### src/rtl/mem_copy_engine.sv
// mem_copy_engine: DMA bus initiator that copies word_count 32-bit words
// from src_addr to dst_addr. It shares the memory bus with the CPU through
// a req/gnt handshake and drives the same address/data/strobe lines as the CPU.
//
// Ports:
//   CLK, RST        clock (rising edge), asynchronous active-high reset
//   start           launch request, sampled only in IDLE
//   src_addr        source byte address (word aligned), latched on start
//   dst_addr        destination byte address (word aligned), latched on start
//   word_count      number of words to copy, latched on start
//   bus_gnt         arbiter grant; the engine owns the bus only while high
//   Read_Data_i     combinational read data from the memory system
//   bus_req         bus request
//   Address_o       memory byte address
//   Write_Data_o    memory write data (always the word buffer)
//   Write_Enable_o  memory write strobe, gated by bus_gnt
//   busy            copy in progress
//   done            one-cycle pulse when a copy completes
//   error           one-cycle pulse when a start is rejected
module mem_copy_engine #(
  parameter int unsigned DATA_WIDTH = 32,
  parameter int unsigned CNT_W      = 16
) (
  input  logic                  CLK,
  input  logic                  RST,
  input  logic                  start,
  input  logic [31:0]           src_addr,
  input  logic [31:0]           dst_addr,
  input  logic [CNT_W-1:0]      word_count,
  input  logic                  bus_gnt,
  input  logic [DATA_WIDTH-1:0] Read_Data_i,
  output logic                  bus_req,
  output logic [31:0]           Address_o,
  output logic [DATA_WIDTH-1:0] Write_Data_o,
  output logic                  Write_Enable_o,
  output logic                  busy,
  output logic                  done,
  output logic                  error
);

  localparam int unsigned ADDR_W = 32;

  typedef enum logic [2:0] {
    S_IDLE  = 3'd0,
    S_REQ   = 3'd1,
    S_READ  = 3'd2,
    S_WRITE = 3'd3,
    S_DONE  = 3'd4,
    S_ERR   = 3'd5
  } state_t;

  state_t                state_q, state_d;
  logic [ADDR_W-1:0]     src_ptr_q, src_ptr_d;
  logic [ADDR_W-1:0]     dst_ptr_q, dst_ptr_d;
  logic [CNT_W-1:0]      remain_q, remain_d;
  logic [DATA_WIDTH-1:0] buf_q, buf_d;

  // State, pointers, counter and word buffer
  always_ff @(posedge CLK or posedge RST) begin
    if (RST) begin
      state_q   <= S_IDLE;
      src_ptr_q <= '0;
      dst_ptr_q <= '0;
      remain_q  <= '0;
      buf_q     <= '0;
    end else begin
      state_q   <= state_d;
      src_ptr_q <= src_ptr_d;
      dst_ptr_q <= dst_ptr_d;
      remain_q  <= remain_d;
      buf_q     <= buf_d;
    end
  end

  // Next-state and bus outputs
  always_comb begin
    state_d        = state_q;
    src_ptr_d      = src_ptr_q;
    dst_ptr_d      = dst_ptr_q;
    remain_d       = remain_q;
    buf_d          = buf_q;
    bus_req        = 1'b0;
    busy           = 1'b0;
    done           = 1'b0;
    error          = 1'b0;
    Address_o      = '0;
    Write_Enable_o = 1'b0;

    unique case (state_q)
      S_IDLE: begin
        if (start) begin
          if ((src_addr[1:0] != 2'b00) || (dst_addr[1:0] != 2'b00)) begin
            state_d = S_ERR;
          end else if (word_count == '0) begin
            state_d = S_DONE;
          end else begin
            src_ptr_d = src_addr;
            dst_ptr_d = dst_addr;
            remain_d  = word_count;
            state_d   = S_REQ;
          end
        end
      end

      S_REQ: begin
        bus_req = 1'b1;
        busy    = 1'b1;
        if (bus_gnt) state_d = S_READ;
      end

      S_READ: begin
        bus_req   = 1'b1;
        busy      = 1'b1;
        Address_o = src_ptr_q;
        if (bus_gnt) begin
          buf_d   = Read_Data_i;
          state_d = S_WRITE;
        end else begin
          state_d = S_REQ;
        end
      end

      S_WRITE: begin
        bus_req        = 1'b1;
        busy           = 1'b1;
        Address_o      = dst_ptr_q;
        // Strobe follows grant so a lost grant never produces a write
        Write_Enable_o = bus_gnt;
        if (bus_gnt) begin
          src_ptr_d = src_ptr_q + ADDR_W'(4);
          dst_ptr_d = dst_ptr_q + ADDR_W'(4);
          remain_d  = remain_q - CNT_W'(1);
          state_d   = (remain_q == CNT_W'(1)) ? S_DONE : S_READ;
        end else begin
          // Word is re-read after the grant returns
          state_d = S_REQ;
        end
      end

      S_DONE: begin
        done    = 1'b1;
        state_d = S_IDLE;
      end

      S_ERR: begin
        error   = 1'b1;
        state_d = S_IDLE;
      end

      default: state_d = S_IDLE;
    endcase
  end

  assign Write_Data_o = buf_q;

endmodule

### config.mk
export PLATFORM = sky130hd
export DESIGN_NAME = mem_copy_engine
export DESIGN_NICKNAME = d
export VERILOG_FILES = /design/src/rtl/mem_copy_engine.sv
export SDC_FILE = /design/constraint.sdc
export NUM_CORES = 1
export LEC_CHECK = 0
export ABC_AREA = 1
export CAP_MARGIN = 10
export CELL_PAD_IN_SITES_DETAIL_PLACEMENT = 1
export CELL_PAD_IN_SITES_GLOBAL_PLACEMENT = 1
export CORE_MARGIN = 4
export CORE_UTILIZATION = 36
export CTS_BUF_LIST = sky130_fd_sc_hd__clkbuf_4 sky130_fd_sc_hd__clkbuf_8
export DETAILED_ROUTE_END_ITERATION = 10
export GPL_TIMING_DRIVEN = 0
export MAX_ROUTING_LAYER = met4
export PLACE_DENSITY_LB_ADDON = 0.08
export SYNTH_ARGS = -nofsm -noshare
export SYNTH_HDL_FRONTEND = slang
export SYNTH_SLANG_ARGS = --single-unit
export TNS_END_PERCENT = 50
### constraint.sdc
create_clock -name CLK -period 5.98 [get_ports CLK]
set_input_delay 1.794 -clock CLK [delete_from_list [all_inputs] [get_ports CLK]]
set_output_delay 1.794 -clock CLK [all_outputs]
set_load 0.05 [all_outputs]
==> run summary, run 1 <==
status -> complete, no violations
clock share of power -> 13.5%
P_int -> 2.550 mW
Final Wtd Congestion -> 0.9060
Synth cell types -> 36
RSZ-0062 raised after global routing -> false
min-delay src -> dst_ptr_q[1]
Layout area overhead -> 34.37%
final setup fails -> 0
Reg-to-Reg Start -> dst_ptr_q[3]
CTS H-tree lvls -> 4
Fmax -> 0.1897 GHz
Post-synth EDFFs -> 0
Final Instance Count excl. Fillers -> 1,627
Least-Margin Pin Slew -> 0.7633 ns
DP Cell Count -> 1,595
Peak supply drop -> 0.3471 mV
vias in the first global route -> 8,816
core area -> 20,490 um2
top cells by count, synth -> nand2_1, nor2_1, dfrtp_1, inv_1, nand3_1
total clock buffers created by CTS -> 17
YS warnings -> 0
register area share after synthesis -> 37.95%
share of post-route cells with drive strength above 1 -> 8.032%
Synth async-reset ratio -> 100.0%
dpl hpwl -> 23,140 um
Die ar. -> 23,450 um2
Sw Pwr -> 3.086 mW
overall routing resource usage -> 26.26%
First DRT Iteration DRCs -> 392
DR pass1 iterations -> 5
Cell Area, Synth -> 7584 um2
# hold bufs at CTS -> 0
ys flop type -> dfrtp_1
die width -> 153.1 um
fin nets -> 1,464
Yosys top cell area share -> 37.95%
via count -> 8,454
CTS Root Cell -> clkbuf_8
Slew Limit Headroom -> 48.72%
Die Ht -> 153.1 um
HP Class -> reg -> reg
# IOs -> 185
Critical path origin -> bus_gnt
initial core utilization -> 37.00%
ant diodes -> 0
GR Overflow Total -> 0
clock slew at reported path FFs -> 0.09 ns
largest net degree at the start of global routing -> 74
Std-Cell Rows -> 52
CP endpoint kind -> output port
Syn Area/Cell -> 6.652 um2
Clock Tree Buf Depth -> 2
CTS-repair resized insts -> 0
largest cells by area after synthesis -> dfrtp_1, nand2_1, nor2_1, nand3_1, inv_1
Vias per Instance -> 5.196
DR WL/cell -> 18.39 um
leakage -> 4.627 nW
Crit Path Max Fanout -> 4
Yosys top cell by area -> dfrtp_1
arrival time at the worst endpoint -> 3.48 ns
total wire length -> 29,930 um
combinational power share -> 59.4%
Reg power frac -> 27.1%
Power Density -> 553.2 nW/um2
critical path required time -> 4.19 ns
# Post-CTS Setup Buffers -> 0
Sw Ratio -> 54.75%
fill cell count -> 2,717
initial antenna violation count -> 0
Routed Antenna Nets -> 0
final hold violations -> 0
CTS tree -> built
register bit total from synthesis -> 115
first-pass GRT wire length -> 47,600 um
worst-skew pair later-pin latency -> 0.48 ns
max_cap viols -> 0
synthesized instance count -> 1,140
max-slew violation count -> 0
post-route DRC violation count -> 0
Worst Setup Path Type -> in -> out
net count after synthesis -> 1,260
CTS Sinks -> 115
clock skew -> 0.01515 ns
most common cell in the netlist -> nand2_1
Final Cycle Share -> 88.17%
post-layout min period -> 5.273 ns
I/O Buffers -> 184
startpoint types -> input port
Core Util, Final -> 49.72%
## final timing paths
| check | end | slack, ns | cells past startpoint |
|---|---|---|---|
| worst max-delay path | Write_Enable_o | 0.71 | 4 |
| worst min-delay path | dst_ptr_q[1] | 0.49 | 2 |
| worst max register to register | dst_ptr_q[24] | 3.73 | 11 |
| worst min register to register | dst_ptr_q[1] | 0.49 | 2 |
| max in group asynchronous | dst_ptr_q[12] | 3.49 | 3 |
| min in group asynchronous | Write_Data_o[27] | 1.73 | 2 |
## metrics by stage
stage / setup TNS, ns / total power, mW / instance area, um2 / setup slack [ns] / hold WS [ns]
final: 0 / 5.637 / 10190 / 0.7075 / 0.4923
after global routing: 0 / 6.054 / 10190 / 0.6131 / 0.5189
after CTS: 0 / 5.659 / 10190 / 0.6938 / 0.4879
after detailed placement: 0 / 4.874 / 9796 / 0.7039 / 0.4617
after global placement: -118.72 / 4.781 / 9763 / -1.041 / 0.4504
after floorplan: 0 / 3.676 / 7584 / 1.142 / 0.4370
## kinds of logic (layout without fill, tap and decap cells)
logic type,count (synthesis),after routing,share of synthesized area (%)
compound gates,115,115,8.348
xor+xnor,16,16,1.848
fa+ha+maj,4,4,0.6600
buf+inv,156,373,8.431
flops,115,115,37.95
mux,33,33,4.884
simple gates,701,701,37.88
## critical path, cell delays in order
cell	delay [ns]
clkdlybuf4s50_1	0.55
inv_1	0.10
nor2_1	0.19
clkdlybuf4s50_1	0.84
## area by class of cell
class | instances | area (um2) | area share, %
Clock inverter | 15 | 160.2 | 1.572
Timing Repair Buffer | 185 | 1869 | 18.34
Inverter | 111 | 424.2 | 4.163
Tap cell | 270 | 337.8 | 3.315
Multi-Input combinational cell | 869 | 4066 | 39.91
Buffer | 45 | 220.2 | 2.161
Sequential cell | 115 | 2878 | 28.24
Clock buffer | 17 | 234.0 | 2.296
## state kept, by name (all words and copies together) (netlist names)
signal and flops:
remain_q 16, dst_ptr_q 32, state_q 3, src_ptr_q 32, Write_Data_o 32
## layout by cell type (no fill, tap or decap), types with 2 or more instances in the layout
cell type and count:
inv_6 4, nand3b_1 2, clkbuf_8 17, o21ai_1 38, ha_1 4, clkinv_8 2
nand3_1 96, clkinvlp_4 3, o22ai_1 27, dfrtp_1 115, o211ai_1 2, inv_8 7
nand2_1 396, o21ai_0 37, buf_2 29, xor2_1 11, a21oi_1 3, nand4_1 21
mux2_2 32, buf_4 2, a31oi_1 3, a21boi_0 2, a22o_1 2, nor2_1 157
buf_1 3, clkbuf_1 10, inv_2 3, clkdlybuf4s50_1 184, inv_1 106, nor3_1 19
nor2_2 3, xnor2_1 5, nor3b_1 2
## power groups by stage
stage	logic (mW)	registers, mW	clock network (mW)
detailed placement	3.35	1.53	0
floorplan	1.86	1.82	0
global placement	3.27	1.51	0
finish	3.35	1.53	0.761
CTS	3.36	1.52	0.777
global route	3.66	1.58	0.814
## metal layers
metal	GRT usage (%)	wire length [um]	vias up	share of wire (%)
li1	-	-	4073	-
met3	5.428	1668	40	5.6
met1	33.41	13210	4108	44
met2	43.18	14460	233	48
met5	-	0	-	0
met4	6.237	594	0	2.0
No activity file was read; power rests on OpenSTA's default activity.
==> run 2: changes to the inputs <==
CORE_UTILIZATION = 35   (was 36)
CTS_CLUSTER_SIZE = 28   (was default)
==> run 2 against run 1 <==
Against the previous run:
- worst setup slack improved by 0.0013 ns
- non-clock buffer count is the same
- via count is 0.14% higher
- first-iteration DRC count up 4.3%
- largest cell class unchanged
- cell area about the same
- critical path type unchanged
- critical endpoint unchanged
- total power up 0.27%
==> run summary, run 2 (synthesis gave the netlist of run 1 again) <==
clock slew at reported path FFs -> 0.08 ns (about the same)
min-delay src -> dst_ptr_q[0]
Die Ht -> 155.2 um (+1.3%)
DR WL/cell -> 18.63 um (+1.3%)
post-route DRC violation count -> 0 (unchanged)
CTS tree -> built
CTS Root Cell -> clkbuf_8
DR pass1 iterations -> 7 (+2)
Clock Tree Buf Depth -> 2 (unchanged)
Least-Margin Pin Slew -> 0.7583 ns (-0.004971 ns)
CP endpoint kind -> output port
core area -> 21,150 um2 (+3.2%)
HP Class -> reg -> reg
CTS Sinks -> 115 (unchanged)
worst-skew pair later-pin latency -> 0.45 ns (-0.03 ns)
Fmax -> 0.1897 GHz (about the same)
arrival time at the worst endpoint -> 3.48 ns (about the same)
Min-Delay Endpoint -> dst_ptr_q[0]
Final Cycle Share -> 88.15% (about the same)
total clock buffers created by CTS -> 17 (unchanged)
RSZ-0062 raised after global routing -> false
Reg2Reg Capture Point -> dst_ptr_q[24]
area post-placement -> 9802 um2 (about the same)
Reg-to-Reg Start -> dst_ptr_q[3]
fin nets -> 1,464 (unchanged)
Std-Cell Rows -> 53 (+1.9%)
most frequent cells in the layout -> nand2_1, clkdlybuf4s50_1, nor2_1
# IOs -> 185 (unchanged)
Crit-path slowest cell -> clkdlybuf4s50_1
FF-to-FF setup slack -> 3.80 ns (+0.07 ns)
Slew Limit Headroom -> 49.44% (+0.72 points)
# hold bufs at CTS -> 0 (unchanged)
Final Wtd Congestion -> 0.9083 (+0.25%)
Die ar. -> 24,090 um2 (+2.7%)
ant diodes -> 0 (unchanged)
CP bufs+invs -> 3 (unchanged)
CTS H-tree lvls -> 4 (unchanged)
Worst Setup Path Type -> in -> out
Crit Path Max Fanout -> 4 (unchanged)
max-slew violation count -> 0 (unchanged)
Power Density -> 554.3 nW/um2 (+0.20%)
final setup TNS -> 0 ns (unchanged)
Peak supply drop -> 0.3477 mV (+0.18%)
I/O Buffers -> 184 (unchanged)
max_cap viols -> 0 (unchanged)
dpl hpwl -> 23,560 um (+1.8%)
status -> complete, no violations
final setup fails -> 0 (unchanged)
first-pass GRT wire length -> 48,070 um (+0.99%)
die width -> 155.2 um (+1.3%)
post-layout min period -> 5.271 ns (-0.001340 ns)
First DRT Iteration DRCs -> 409 (+4.3%)
via count -> 8,466 (+0.14%)
R2R cell count -> 11 (unchanged)
critical path required time -> 4.19 ns (about the same)
largest net degree at the start of global routing -> 81 (+9.5%)
worst hold path depth -> 2 (unchanged)
GR Overflow Total -> 0 (unchanged)
vias in the first global route -> 8,909 (+1.1%)
Layout area overhead -> 34.47% (about the same)
CTS-repair resized insts -> 0 (unchanged)
total wire length -> 30,400 um (+1.6%)
share of post-route cells with drive strength above 1 -> 8.032% (unchanged)
overall routing resource usage -> 26.13% (-0.14 points)
hold_ws -> 0.4911 ns (-0.001154 ns)
# Post-CTS Setup Buffers -> 0 (unchanged)
Final Instance Count excl. Fillers -> 1,632 (+0.31%)
delay-heaviest family, CP -> buffers and inverters
most used cell, CP -> clkdlybuf4s50_1
worst path cell trace -> clkdlybuf4s50_1, inv_1, nor2_1, clkdlybuf4s50_1
DP Cell Count -> 1,600 (+0.31%)
leakage -> 4.630 nW (about the same)
initial core utilization -> 35.85% (-1.2 points)
CP peak stage delay -> 0.84 ns (about the same)
clock skew -> 0.01142 ns (-0.003725 ns)
commonest non-fill, non-tap cell in the layout -> nand2_1
Vias per Instance -> 5.188 (-0.16%)
initial antenna violation count -> 0 (unchanged)
Design Area, Final -> 10,200 um2 (about the same)
final hold violations -> 0 (unchanged)
Routed Antenna Nets -> 0 (unchanged)
startpoint types -> input port
Tot Pwr -> 5.652 mW (+0.27%)
[run 2: cell count changes in the layout (fill, tap and decap cells not counted)]
cell and change:
inv_6 +3, inv_8 -3, clkinv_8 +1, clkinvlp_4 -1
[run 2: worst max-delay path by stage]
stage / from / to / slack [ns] / depth (start not counted)
after floorplan: RST / Write_Data_o[0] / 1.14 / 1
after global placement: RST / dst_ptr_q[8] / -1.14 / 2
after detailed placement: bus_gnt / Write_Enable_o / 0.72 / 4
after CTS: bus_gnt / Write_Enable_o / 0.70 / 4
after global routing: bus_gnt / Write_Enable_o / 0.62 / 4
final: bus_gnt / Write_Enable_o / 0.71 / 4
[run 2: through the flow]
step,setup slack [ns],util (%)
2_1_floorplan,1.142,-
6_report,0.7088,48.20
5_1_grt,0.6165,48.20
4_1_cts,0.7046,48.20
3_5_place_dp,0.7174,46.34
3_3_place_gp,-1.139,46.18
[run 2: metal layers]
| metal | global-route usage, % | part of all wire [%] |
|---|---|---|
| met1 | 32.88 | 44 |
| met2 | 43.51 | 49 |
| met3 | 5.369 | 6.0 |
| met4 | 6.128 | 1.9 |
| met5 | - | 0 |
[run 2: final cells by class]
class,count,area [um2]
Fill cell,2806,10960
Multi-Input combinational cell,869,4066
Sequential cell,115,2878
Timing Repair Buffer,185,1869
Inverter,111,424.2
Tap cell,275,344.1
Clock buffer,17,234.0
Buffer,45,220.2
Clock inverter,15,161.4
[run 2: worst register-to-register path, delay by kind of cell (launching register included)]
kind	cells	cell delay [ns]
and+or+nand+nor	9	1.15
DFF	1	0.41
adders and majority gates	1	0.25
buffers and inverters	1	0.28
[run 2: where the power goes]
group	internal, mW	leakage [nW]	switching (mW)
registers	1.16	1.42	0.369
clock network	0.315	0.195	0.440
logic	1.08	3.01	2.29
==> run 3: changes to the inputs <==
MAX_ROUTING_LAYER = default   (was met4)
==> run 3 against run 2 <==
Against the previous run:
- worst setup slack better by 0.0053 ns
- wire length fell by 0.20%
- global-route usage fell by 0.77 points
- worst hold slack hardly changed
- clock power hardly changed
- critical endpoint unchanged
- maximum frequency increased by 0.10%
- sequential power barely moved
- cell area unchanged
- die area unchanged
- clock skew up 0.0021 ns
- largest power group unchanged
- largest cell class unchanged
- via count is 0.21% higher
==> run summary, run 3 (synthesis gave the netlist of run 1 again) <==
Std-Cell Rows -> 53 (unchanged)
DP Cell Count -> 1,600 (unchanged)
fin nets -> 1,464 (unchanged)
Layout area overhead -> 34.47% (unchanged)
Fmax -> 0.1899 GHz (+0.10%)
Die ar. -> 24,090 um2 (unchanged)
leakage -> 4.630 nW (unchanged)
max-slew violation count -> 0 (unchanged)
Critical path origin -> bus_gnt
Die Ht -> 155.2 um (unchanged)
Sw Pwr -> 3.101 mW (about the same)
arrival time at the worst endpoint -> 3.47 ns (about the same)
# hold bufs at CTS -> 0 (unchanged)
critical path required time -> 4.19 ns (about the same)
Reg-to-Reg Start -> dst_ptr_q[3]
# Post-CTS Setup Buffers -> 0 (unchanged)
Design Area, Final -> 10,200 um2 (unchanged)
initial antenna violation count -> 0 (unchanged)
clock slew at reported path FFs -> 0.08 ns (about the same)
area post-placement -> 9802 um2 (unchanged)
HP Class -> reg -> reg
total clock buffers created by CTS -> 17 (unchanged)
die width -> 155.2 um (unchanged)
RSZ-0062 raised after global routing -> false
largest net degree at the start of global routing -> 81 (unchanged)
Vias per Instance -> 5.199 (+0.21%)
DR pass1 iterations -> 7 (unchanged)
Peak supply drop -> 0.3478 mV (about the same)
Routed Antenna Nets -> 0 (unchanged)
first-pass GRT wire length -> 48,080 um (about the same)
post-route DRC violation count -> 0 (unchanged)
CP endpoint kind -> output port
core area -> 21,150 um2 (unchanged)
I/O Buffers -> 184 (unchanged)
Sw Ratio -> 54.87% (about the same)
commonest non-fill, non-tap cell in the layout -> nand2_1
overall routing resource usage -> 25.36% (-0.77 points)
min-delay src -> dst_ptr_q[0]
final setup fails -> 0 (unchanged)
CTS-repair resized insts -> 0 (unchanged)
Clock Tree Buf Depth -> 2 (unchanged)
First DRT Iteration DRCs -> 363 (-11%)
CTS Sinks -> 115 (unchanged)
Reg power frac -> 27.0% (about the same)
area of the multi-input gates -> 4066 um2 (unchanged)
via count -> 8,484 (+0.21%)
P_int -> 2.550 mW (about the same)
post-layout min period -> 5.266 ns (-0.005292 ns)
clock skew -> 0.01357 ns (+0.002144 ns)
combinational power share -> 59.6% (about the same)
Crit Path Max Fanout -> 4 (unchanged)
ant diodes -> 0 (unchanged)
register area -> 2878 um2 (unchanged)
CTS tree -> built
clock share of power -> 13.4% (about the same)
vias in the first global route -> 8,888 (-0.24%)
share of post-route cells with drive strength above 1 -> 8.032% (unchanged)
FF-to-FF setup slack -> 3.80 ns (about the same)
startpoint types -> input port
initial core utilization -> 35.85% (unchanged)
status -> complete, no violations
Tot Pwr -> 5.651 mW (about the same)
worst-skew pair later-pin latency -> 0.46 ns (about the same)
DR WL/cell -> 18.59 um (-0.20%)
Slew Limit Headroom -> 50.86% (+1.4 points)
most frequent cells in the layout -> nand2_1, clkdlybuf4s50_1, nor2_1
max_cap viols -> 0 (unchanged)
CTS Root Cell -> clkbuf_8
fill cell count -> 2,806 (unchanged)
Power Density -> 554.2 nW/um2 (about the same)
GR Overflow Total -> 0 (unchanged)
# IOs -> 185 (unchanged)
CTS H-tree lvls -> 4 (unchanged)
Worst Setup Path Type -> in -> out
Final Instance Count excl. Fillers -> 1,632 (unchanged)
Core Util, Final -> 48.20% (unchanged)
final hold violations -> 0 (unchanged)
dpl hpwl -> 23,560 um (unchanged)
Least-Margin Pin Slew -> 0.7371 ns (-0.02121 ns)
total wire length -> 30,340 um (-0.20%)
Final Cycle Share -> 88.06% (-0.088 points)
Final Wtd Congestion -> 0.8932 (-1.7%)
[run 3: worst max-delay path, stage by stage]
cell and delay (ns):
clkdlybuf4s50_1 0.56, inv_1 0.11, nor2_1 0.17, clkdlybuf4s50_1 0.84
[run 3: routing by layer]
metal / global-route usage (%) / wire, um / vias up
li1: - / - / 4068
met1: 32.73 / 12980 / 4158
met2: 43.51 / 14840 / 218
met3: 5.480 / 1947 / 40
met4: 6.128 / 571 / 0
met5: 0 / 0 / -
[run 3: worst paths after layout]
kind / end / depth (start not counted)
max: Write_Enable_o / 4
min: dst_ptr_q[0] / 2
max reg2reg: dst_ptr_q[24] / 11
min reg2reg: dst_ptr_q[0] / 2
max in group asynchronous: dst_ptr_q[29] / 3
min in group asynchronous: Write_Data_o[28] / 2
[run 3: stage by stage]
stage	TNS, ns	setup WS, ns	hold WS (ns)
after floorplan	0	1.142	0.4370
after global placement	-129.18	-1.139	0.4510
after detailed placement	0	0.7174	0.4683
after CTS	0	0.7046	0.4969
after global routing	0	0.6165	0.5213
final	0	0.7141	0.4911
[run 3: layout make-up]
cell class | instances | area share, %
clock inverters | 15 | 1.583
inverters | 111 | 4.160
clock buffers | 17 | 2.294
repair buffers | 185 | 18.33
well taps | 275 | 3.374
plain buffers | 45 | 2.160
flip-flops and latches | 115 | 28.22
multi-input cells | 869 | 39.88
[run 3: power groups by stage]
| stage | Combinational, mW | Clock, mW | Sequential [mW] |
|---|---|---|---|
| 5_1_grt | 3.67 | 0.803 | 1.59 |
| 4_1_cts | 3.38 | 0.769 | 1.52 |
| 2_1_floorplan | 1.86 | 0 | 1.82 |
| 6_report | 3.37 | 0.756 | 1.53 |
| 3_5_place_dp | 3.37 | 0 | 1.53 |
| 3_3_place_gp | 3.29 | 0 | 1.51 |
